### src/rtl/uart_tx_arbiter_pkg.sv
// uart_pkg: definitions shared by the UART TX arbiter and the TX FIFO controller
// (FSM state encoding, byte width, index-width helper).
package uart_pkg;

    localparam int UART_DW = 8;

    typedef enum logic [1:0] {
        IDLE   = 2'd0,
        WRITE  = 2'd1,
        SETTLE = 2'd2
    } uart_state_e;

    // Width of an index into n requesters; never narrower than one bit.
    function automatic int unsigned uart_idx_w(input int unsigned n);
        return (n > 1) ? $clog2(n) : 1;
    endfunction

endpackage

### src/rtl/uart_tx_arbiter_if.sv
// uart_tx_arbiter_if: requester byte handshake plus TX FIFO write side.
// master = requesters/FIFO side, slave = arbiter.
interface uart_tx_arbiter_if
    import uart_pkg::*;
#(
    parameter int N_REQ = 4,
    parameter int DW    = UART_DW
);
    localparam int unsigned GW = uart_idx_w(N_REQ);

    logic [N_REQ-1:0]    req;
    logic [N_REQ*DW-1:0] req_data;
    logic [N_REQ-1:0]    req_last;
    logic                full;
    logic                winc;
    logic [DW-1:0]       wdata;
    logic [N_REQ-1:0]    ack;
    logic [GW-1:0]       grant_id;

    modport master (
        output req, req_data, req_last, full,
        input  winc, wdata, ack, grant_id
    );

    modport slave (
        input  req, req_data, req_last, full,
        output winc, wdata, ack, grant_id
    );

endinterface

### src/rtl/uart_rr_pick.sv
// uart_rr_pick: combinational rotating-priority picker; the first set request
// at or above start (with wrap) wins.
module uart_rr_pick
    import uart_pkg::*;
#(
    parameter  int          N_REQ = 4,
    localparam int unsigned GW    = uart_idx_w(N_REQ)
) (
    input  logic [N_REQ-1:0] req,
    input  logic [GW-1:0]    start,
    output logic [N_REQ-1:0] grant_oh,
    output logic [GW-1:0]    grant_idx,
    output logic             any
);

    logic [GW-1:0] k;

    always_comb begin
        grant_oh  = '0;
        grant_idx = '0;
        any       = 1'b0;
        k         = '0;
        for (int unsigned i = 0; i < N_REQ; i++) begin
            k = GW'((32'(start) + i) % N_REQ);
            if (!any && req[k]) begin
                any         = 1'b1;
                grant_oh[k] = 1'b1;
                grant_idx   = k;
            end
        end
    end

endmodule

### src/rtl/uart_tx_arbiter.sv
// uart_tx_arbiter: round-robin arbiter sharing the UART TX FIFO write port.
// Optional message lock enabled by defining UART_TX_ARB_LOCK_EN.
module uart_tx_arbiter
    import uart_pkg::*;
#(
    parameter int N_REQ    = 4,
    parameter int DW       = UART_DW,
    parameter int LOCK_TMO = 255
) (
    input logic               clock,
    input logic               rst_n,
    uart_tx_arbiter_if.slave  bus
);

    localparam int unsigned GW = uart_idx_w(N_REQ);

    if (N_REQ < 2 || N_REQ > 8 || LOCK_TMO < 1) begin : g_param_check
        $error("uart_tx_arbiter: N_REQ must be 2..8 and LOCK_TMO >= 1");
    end

    uart_state_e      state;
    logic             winc_q;
    logic [DW-1:0]    wdata_q;
    logic [N_REQ-1:0] ack_q;
    logic [GW-1:0]    grant_id_q;

    logic [GW-1:0]    start_idx;
    logic [N_REQ-1:0] elig;
    logic [N_REQ-1:0] pick_oh;
    logic [GW-1:0]    pick_idx;
    logic             pick_any;
    logic [DW-1:0]    pick_data;

    assign start_idx = (grant_id_q == GW'(N_REQ - 1)) ? '0 : grant_id_q + 1'b1;
    assign pick_data = bus.req_data[pick_idx*DW +: DW];

`ifdef UART_TX_ARB_LOCK_EN
    localparam int unsigned CW = $clog2(LOCK_TMO + 1);

    logic             locked;
    logic [CW-1:0]    lock_cnt;
    logic [N_REQ-1:0] own_mask;

    // While locked only the owner (last granted requester) is eligible.
    assign own_mask = N_REQ'(1) << grant_id_q;
    assign elig     = locked ? (bus.req & own_mask) : bus.req;
`else
    logic req_last_unused;

    assign req_last_unused = ^bus.req_last;
    assign elig            = bus.req;
`endif

    uart_rr_pick #(
        .N_REQ (N_REQ)
    ) u_pick (
        .req       (elig),
        .start     (start_idx),
        .grant_oh  (pick_oh),
        .grant_idx (pick_idx),
        .any       (pick_any)
    );

    // SETTLE arbitrates exactly like IDLE: the FIFO full flag already reflects
    // the write from the previous cycle, which gives one byte per two cycles.
    always_ff @(posedge clock or negedge rst_n) begin
        if (!rst_n) begin
            state      <= IDLE;
            winc_q     <= 1'b0;
            wdata_q    <= '0;
            ack_q      <= '0;
            grant_id_q <= GW'(N_REQ - 1);
`ifdef UART_TX_ARB_LOCK_EN
            locked     <= 1'b0;
            lock_cnt   <= '0;
`endif
        end else begin
            case (state)
                IDLE, SETTLE: begin
                    if (pick_any && !bus.full) begin
                        winc_q     <= 1'b1;
                        wdata_q    <= pick_data;
                        ack_q      <= pick_oh;
                        grant_id_q <= pick_idx;
                        state      <= WRITE;
`ifdef UART_TX_ARB_LOCK_EN
                        locked     <= !bus.req_last[pick_idx];
                        lock_cnt   <= '0;
`endif
                    end else begin
                        winc_q  <= 1'b0;
                        wdata_q <= '0;
                        ack_q   <= '0;
                        state   <= IDLE;
`ifdef UART_TX_ARB_LOCK_EN
                        if (locked && !bus.req[grant_id_q] && !bus.full) begin
                            if (lock_cnt == CW'(LOCK_TMO - 1)) begin
                                locked   <= 1'b0;
                                lock_cnt <= '0;
                            end else begin
                                lock_cnt <= lock_cnt + 1'b1;
                            end
                        end
`endif
                    end
                end
                WRITE: begin
                    winc_q  <= 1'b0;
                    wdata_q <= '0;
                    ack_q   <= '0;
                    state   <= SETTLE;
                end
                default: begin
                    winc_q  <= 1'b0;
                    wdata_q <= '0;
                    ack_q   <= '0;
                    state   <= IDLE;
                end
            endcase
        end
    end

    assign bus.winc     = winc_q;
    assign bus.wdata    = wdata_q;
    assign bus.ack      = ack_q;
    assign bus.grant_id = grant_id_q;

endmodule

### src/flat_wrapper.sv
// flat-port wrapper written by rule: the top's interface ports become plain ports
module uart_tx_arbiter_flat import uart_pkg::*;
#(
    parameter int N_REQ    = 4,
    parameter int DW       = UART_DW,
    parameter int LOCK_TMO = 255
)
  (clock, rst_n, bus_req, bus_req_data, bus_req_last, bus_full, bus_winc, bus_wdata, bus_ack, bus_grant_id);
  uart_tx_arbiter_if #(.N_REQ(N_REQ), .DW(DW)) bus_i ();
  input logic clock;
  input logic rst_n;
  input wire logic [$bits(bus_i.req)-1:0] bus_req;
  input wire logic [$bits(bus_i.req_data)-1:0] bus_req_data;
  input wire logic [$bits(bus_i.req_last)-1:0] bus_req_last;
  input wire logic [$bits(bus_i.full)-1:0] bus_full;
  output wire logic [$bits(bus_i.winc)-1:0] bus_winc;
  output wire logic [$bits(bus_i.wdata)-1:0] bus_wdata;
  output wire logic [$bits(bus_i.ack)-1:0] bus_ack;
  output wire logic [$bits(bus_i.grant_id)-1:0] bus_grant_id;
  assign bus_i.req = bus_req;
  assign bus_i.req_data = bus_req_data;
  assign bus_i.req_last = bus_req_last;
  assign bus_i.full = bus_full;
  assign bus_winc = bus_i.winc;
  assign bus_wdata = bus_i.wdata;
  assign bus_ack = bus_i.ack;
  assign bus_grant_id = bus_i.grant_id;
  uart_tx_arbiter #(.N_REQ(N_REQ), .DW(DW), .LOCK_TMO(LOCK_TMO)) u_core (.clock(clock), .rst_n(rst_n), .bus(bus_i));
endmodule
### config.mk
export PLATFORM = sky130hd
export DESIGN_NAME = uart_tx_arbiter_flat
export DESIGN_NICKNAME = d
export VERILOG_FILES = /design/src/rtl/uart_tx_arbiter_pkg.sv /design/src/rtl/uart_tx_arbiter_if.sv /design/src/rtl/uart_rr_pick.sv /design/src/rtl/uart_tx_arbiter.sv /design/src/flat_wrapper.sv
export SDC_FILE = /design/constraint.sdc
export NUM_CORES = 1
export LEC_CHECK = 0
export ABC_AREA = 1
export ABC_CLOCK_PERIOD_IN_PS = 2710
export CORE_MARGIN = 1.5
export CORE_UTILIZATION = 40
export CTS_BUF_LIST = sky130_fd_sc_hd__clkbuf_4
export DETAILED_ROUTE_END_ITERATION = 10
export PLACE_DENSITY = 0.81
export SYNTH_ARGS = -nofsm -noshare
export SYNTH_HDL_FRONTEND = slang
export SYNTH_SLANG_ARGS = --single-unit
### constraint.sdc
create_clock -name clock -period 2.71 [get_ports clock]
set_input_delay 0.542 -clock clock [delete_from_list [all_inputs] [get_ports clock]]
set_output_delay 0.542 -clock clock [all_outputs]
set_load 0.01 [all_outputs]
==> impl_results.md <==
* I/O pin total at 58
* Drt total wl at 2960 um
* Die ar. at 0.00379 mm2
* H-tree Lvls at 1
* Setup_tns at 0 ps
* Power Dens Cells at 1420 mW/mm2
* Most frequent cells in the layout: clkdlybuf4s50_1 (53), nand2_1 (44), inv_1 (31), nand3_1 (22), dfrtp_1 (13)
* Sequential share of the synthesized area at 0.276
* Port-buffer cells at 53
* Max incr delay on CP at 630 ps
* Leak at 0.00100 uW
* RSZ-0062 raised after global routing: false
* Die Ht at 61.5 um
* DP Cell Count at 283
* Final setup viols at 0
* # diodes at 0
* Endpoints failing hold at 0
* CTS Root Cell: clkbuf_4
* Mapped Cells at 186
* Die width at 61.5 um
* Worst VDD drop at 0.00119 V
* Worst Path Max Fanout at 8
* Data required, critical path at 2930 ps
* Sink Count at 15
* Commonest non-fill, non-tap cell in the layout: clkdlybuf4s50_1
* Number of CTS-inserted buffers at 3
* Cell row count at 21
* # hold bufs at CTS at 0
* Share of cells above drive strength 1 at 0.181
* Crit path time final at 2470 ps
* WS Path Type: flop to flop
* Slew Limit Fails at 0
* Critical Path AT at 2690 ps
* Slew @ Worst Pin at 619 ps
* First-pass GRT wire length at 4890 um
* Ys Warns at 0
* Worst skew pair latency at 280 ps
* Layout Cells excl Fill at 289
* Clk_skew at 2.32 ps
* Worst Hold Class: flop to flop
* Remaining DRCs at 0
* Crit path max-delay cell type: dfstp_2
* DR pass1 iterations at 4
* Antenna viol nets, final at 0
* Max Cap Viol at 0
* Critical path capture point type: flop
* Mapped Area at 0.00137 mm2
* Largest net degree at the start of global routing at 30
* Status: completed
* Total GRT Usage at 0.169
* Core area at 0.00331 mm2
* Remaining global-route overflow at 0
* Drt initial violations at 56
* Startpoint Class: flop
* Filler cells at 304
* TritonCTS clock tree: yes
* Initial antenna violation count at 0
* P&R area growth vs syn at 46.7%
* Initial Util at 0.414
* DR vias at 1351
* Routability cong. at 0.839
* Drt wl/cell at 10.2 um
* Bufs on Longest Clock Path at 2
* Final worst path period share at 0.912
* CP Cell Sequence: inv_2 -> ha_2 -> inv_1 -> nand3_1 -> nand2_1 -> nand3_2 -> inv_2 -> a21oi_1 -> nand2_2 -> buf_4 -> nor2_8 -> o211ai_2 -> nand2_1
* Net count after synthesis at 237
* Register bit total from synthesis at 15
* Reg2Reg Setup Slack at 240 ps
* Final nets at 295
* Vias per cell at 4.67
* Clock-pin slew on the worst setup and hold paths at 80 ps
* Post-synth cell types at 29
* Vias in the first global route at 1215
* Worst slew margin at 0.586
* Max Fclk at 0.404 GHz
* Mean area per synthesized cell at 7.37 um2
* Hpwl dp at 2440 um
## layout make-up
class | count | area (um2) | share of cell area
Clock buffer | 4 | 30.0 | 0.0149
Inverter | 35 | 133 | 0.0660
Multi-Input combinational cell | 131 | 831 | 0.413
Sequential cell | 15 | 378 | 0.188
Tap cell | 46 | 57.6 | 0.0286
Timing Repair Buffer | 58 | 581 | 0.289
## critical path, delay by kind of cell, from the launching register on
family	cells	cell delay, ps
compound gates	2	260
fa+ha+maj	1	430
simple gates	6	650
buf+inv	4	440
flops	1	630
## metal layers
layer / vias up / wire length, um / share of wire / GRT usage
li1: 707 / - / - / -
met1: 589 / 1160 / 0.39 / 0.199
met2: 51 / 1570 / 0.53 / 0.301
met3: 4 / 204 / 0.069 / 0.0483
met4: 0 / 25 / 0.0085 / 0.0426
met5: - / 0 / 0 / 0
## flip-flops by register name, summed over array words and instances, names as in the netlist
register	count
u_core.bus.wdata	8
u_core.bus.grant_id	2
u_core.bus.ack	4
u_core.bus.winc	1
## path summary, 6_finish.rpt
check / start / end / depth (start not counted)
worst max-delay path: u_core.bus.grant_id[0] / u_core.bus.wdata[7] / 13
worst min-delay path: u_core.bus.grant_id[0] / u_core.bus.grant_id[0] / 2
worst min register to register: u_core.bus.grant_id[0] / u_core.bus.grant_id[0] / 2
max in group asynchronous: rst_n / u_core.bus.wdata[0] / 1
min in group asynchronous: rst_n / u_core.bus.ack[0] / 1
worst max register to register: u_core.bus.grant_id[0] / u_core.bus.wdata[7] / 13
## power breakdown
group	internal, uW	switching (uW)
logic	934	1400
clock network	67.1	65.2
registers	330	53.3
total	1330	1520
## synthesized netlist by cell type, drive strengths merged
cell / count / area share
nand3: 26 / 0.11
nand2: 54 / 0.18
inv: 34 / 0.093
or2: 6 / 0.027
nor3: 1 / 0.0036
ha: 8 / 0.073
nand4: 2 / 0.014
clkinv: 1 / 0.0036
dfstp: 2 / 0.038
o211ai: 6 / 0.055
o221ai: 4 / 0.026
dfrtp: 13 / 0.24
and2: 1 / 0.0046
a21oi: 9 / 0.036
o21ai: 3 / 0.019
nor2: 9 / 0.040
nand3b: 2 / 0.011
buf: 5 / 0.032
## what timing repair did
item,CTS,global route
endpoints found under the setup margin,0,9
gates resized for setup,0,4
setup buffers,0,2
## logic make-up (layout without fill, tap and decap cells)
kind of cell	after synthesis	in the layout	synth area share
AOI/OAI and AO/OA	22	22	0.135
adders and majority gates	8	8	0.0731
buffers and inverters	40	97	0.129
DFF	15	15	0.276
and+or+nand+nor	101	101	0.387
## metrics by stage
| stage | area [um2] | worst slack, ps | hold slack, ps | total power [uW] | utilization |
|---|---|---|---|---|---|
| global placement | 1950 | 114 | 535 | 2590 | 0.589 |
| floorplan | 1370 | 418 | 246 | 2150 | - |
| CTS | 1980 | 53.1 | 552 | 2780 | 0.598 |
| global route | 2010 | 85.6 | 585 | 3150 | 0.607 |
| detailed placement | 1950 | 84.3 | 539 | 2640 | 0.589 |
| finish | 2010 | 238 | 549 | 2850 | 0.607 |
Note: power is estimated with default switching activity, not from simulation.
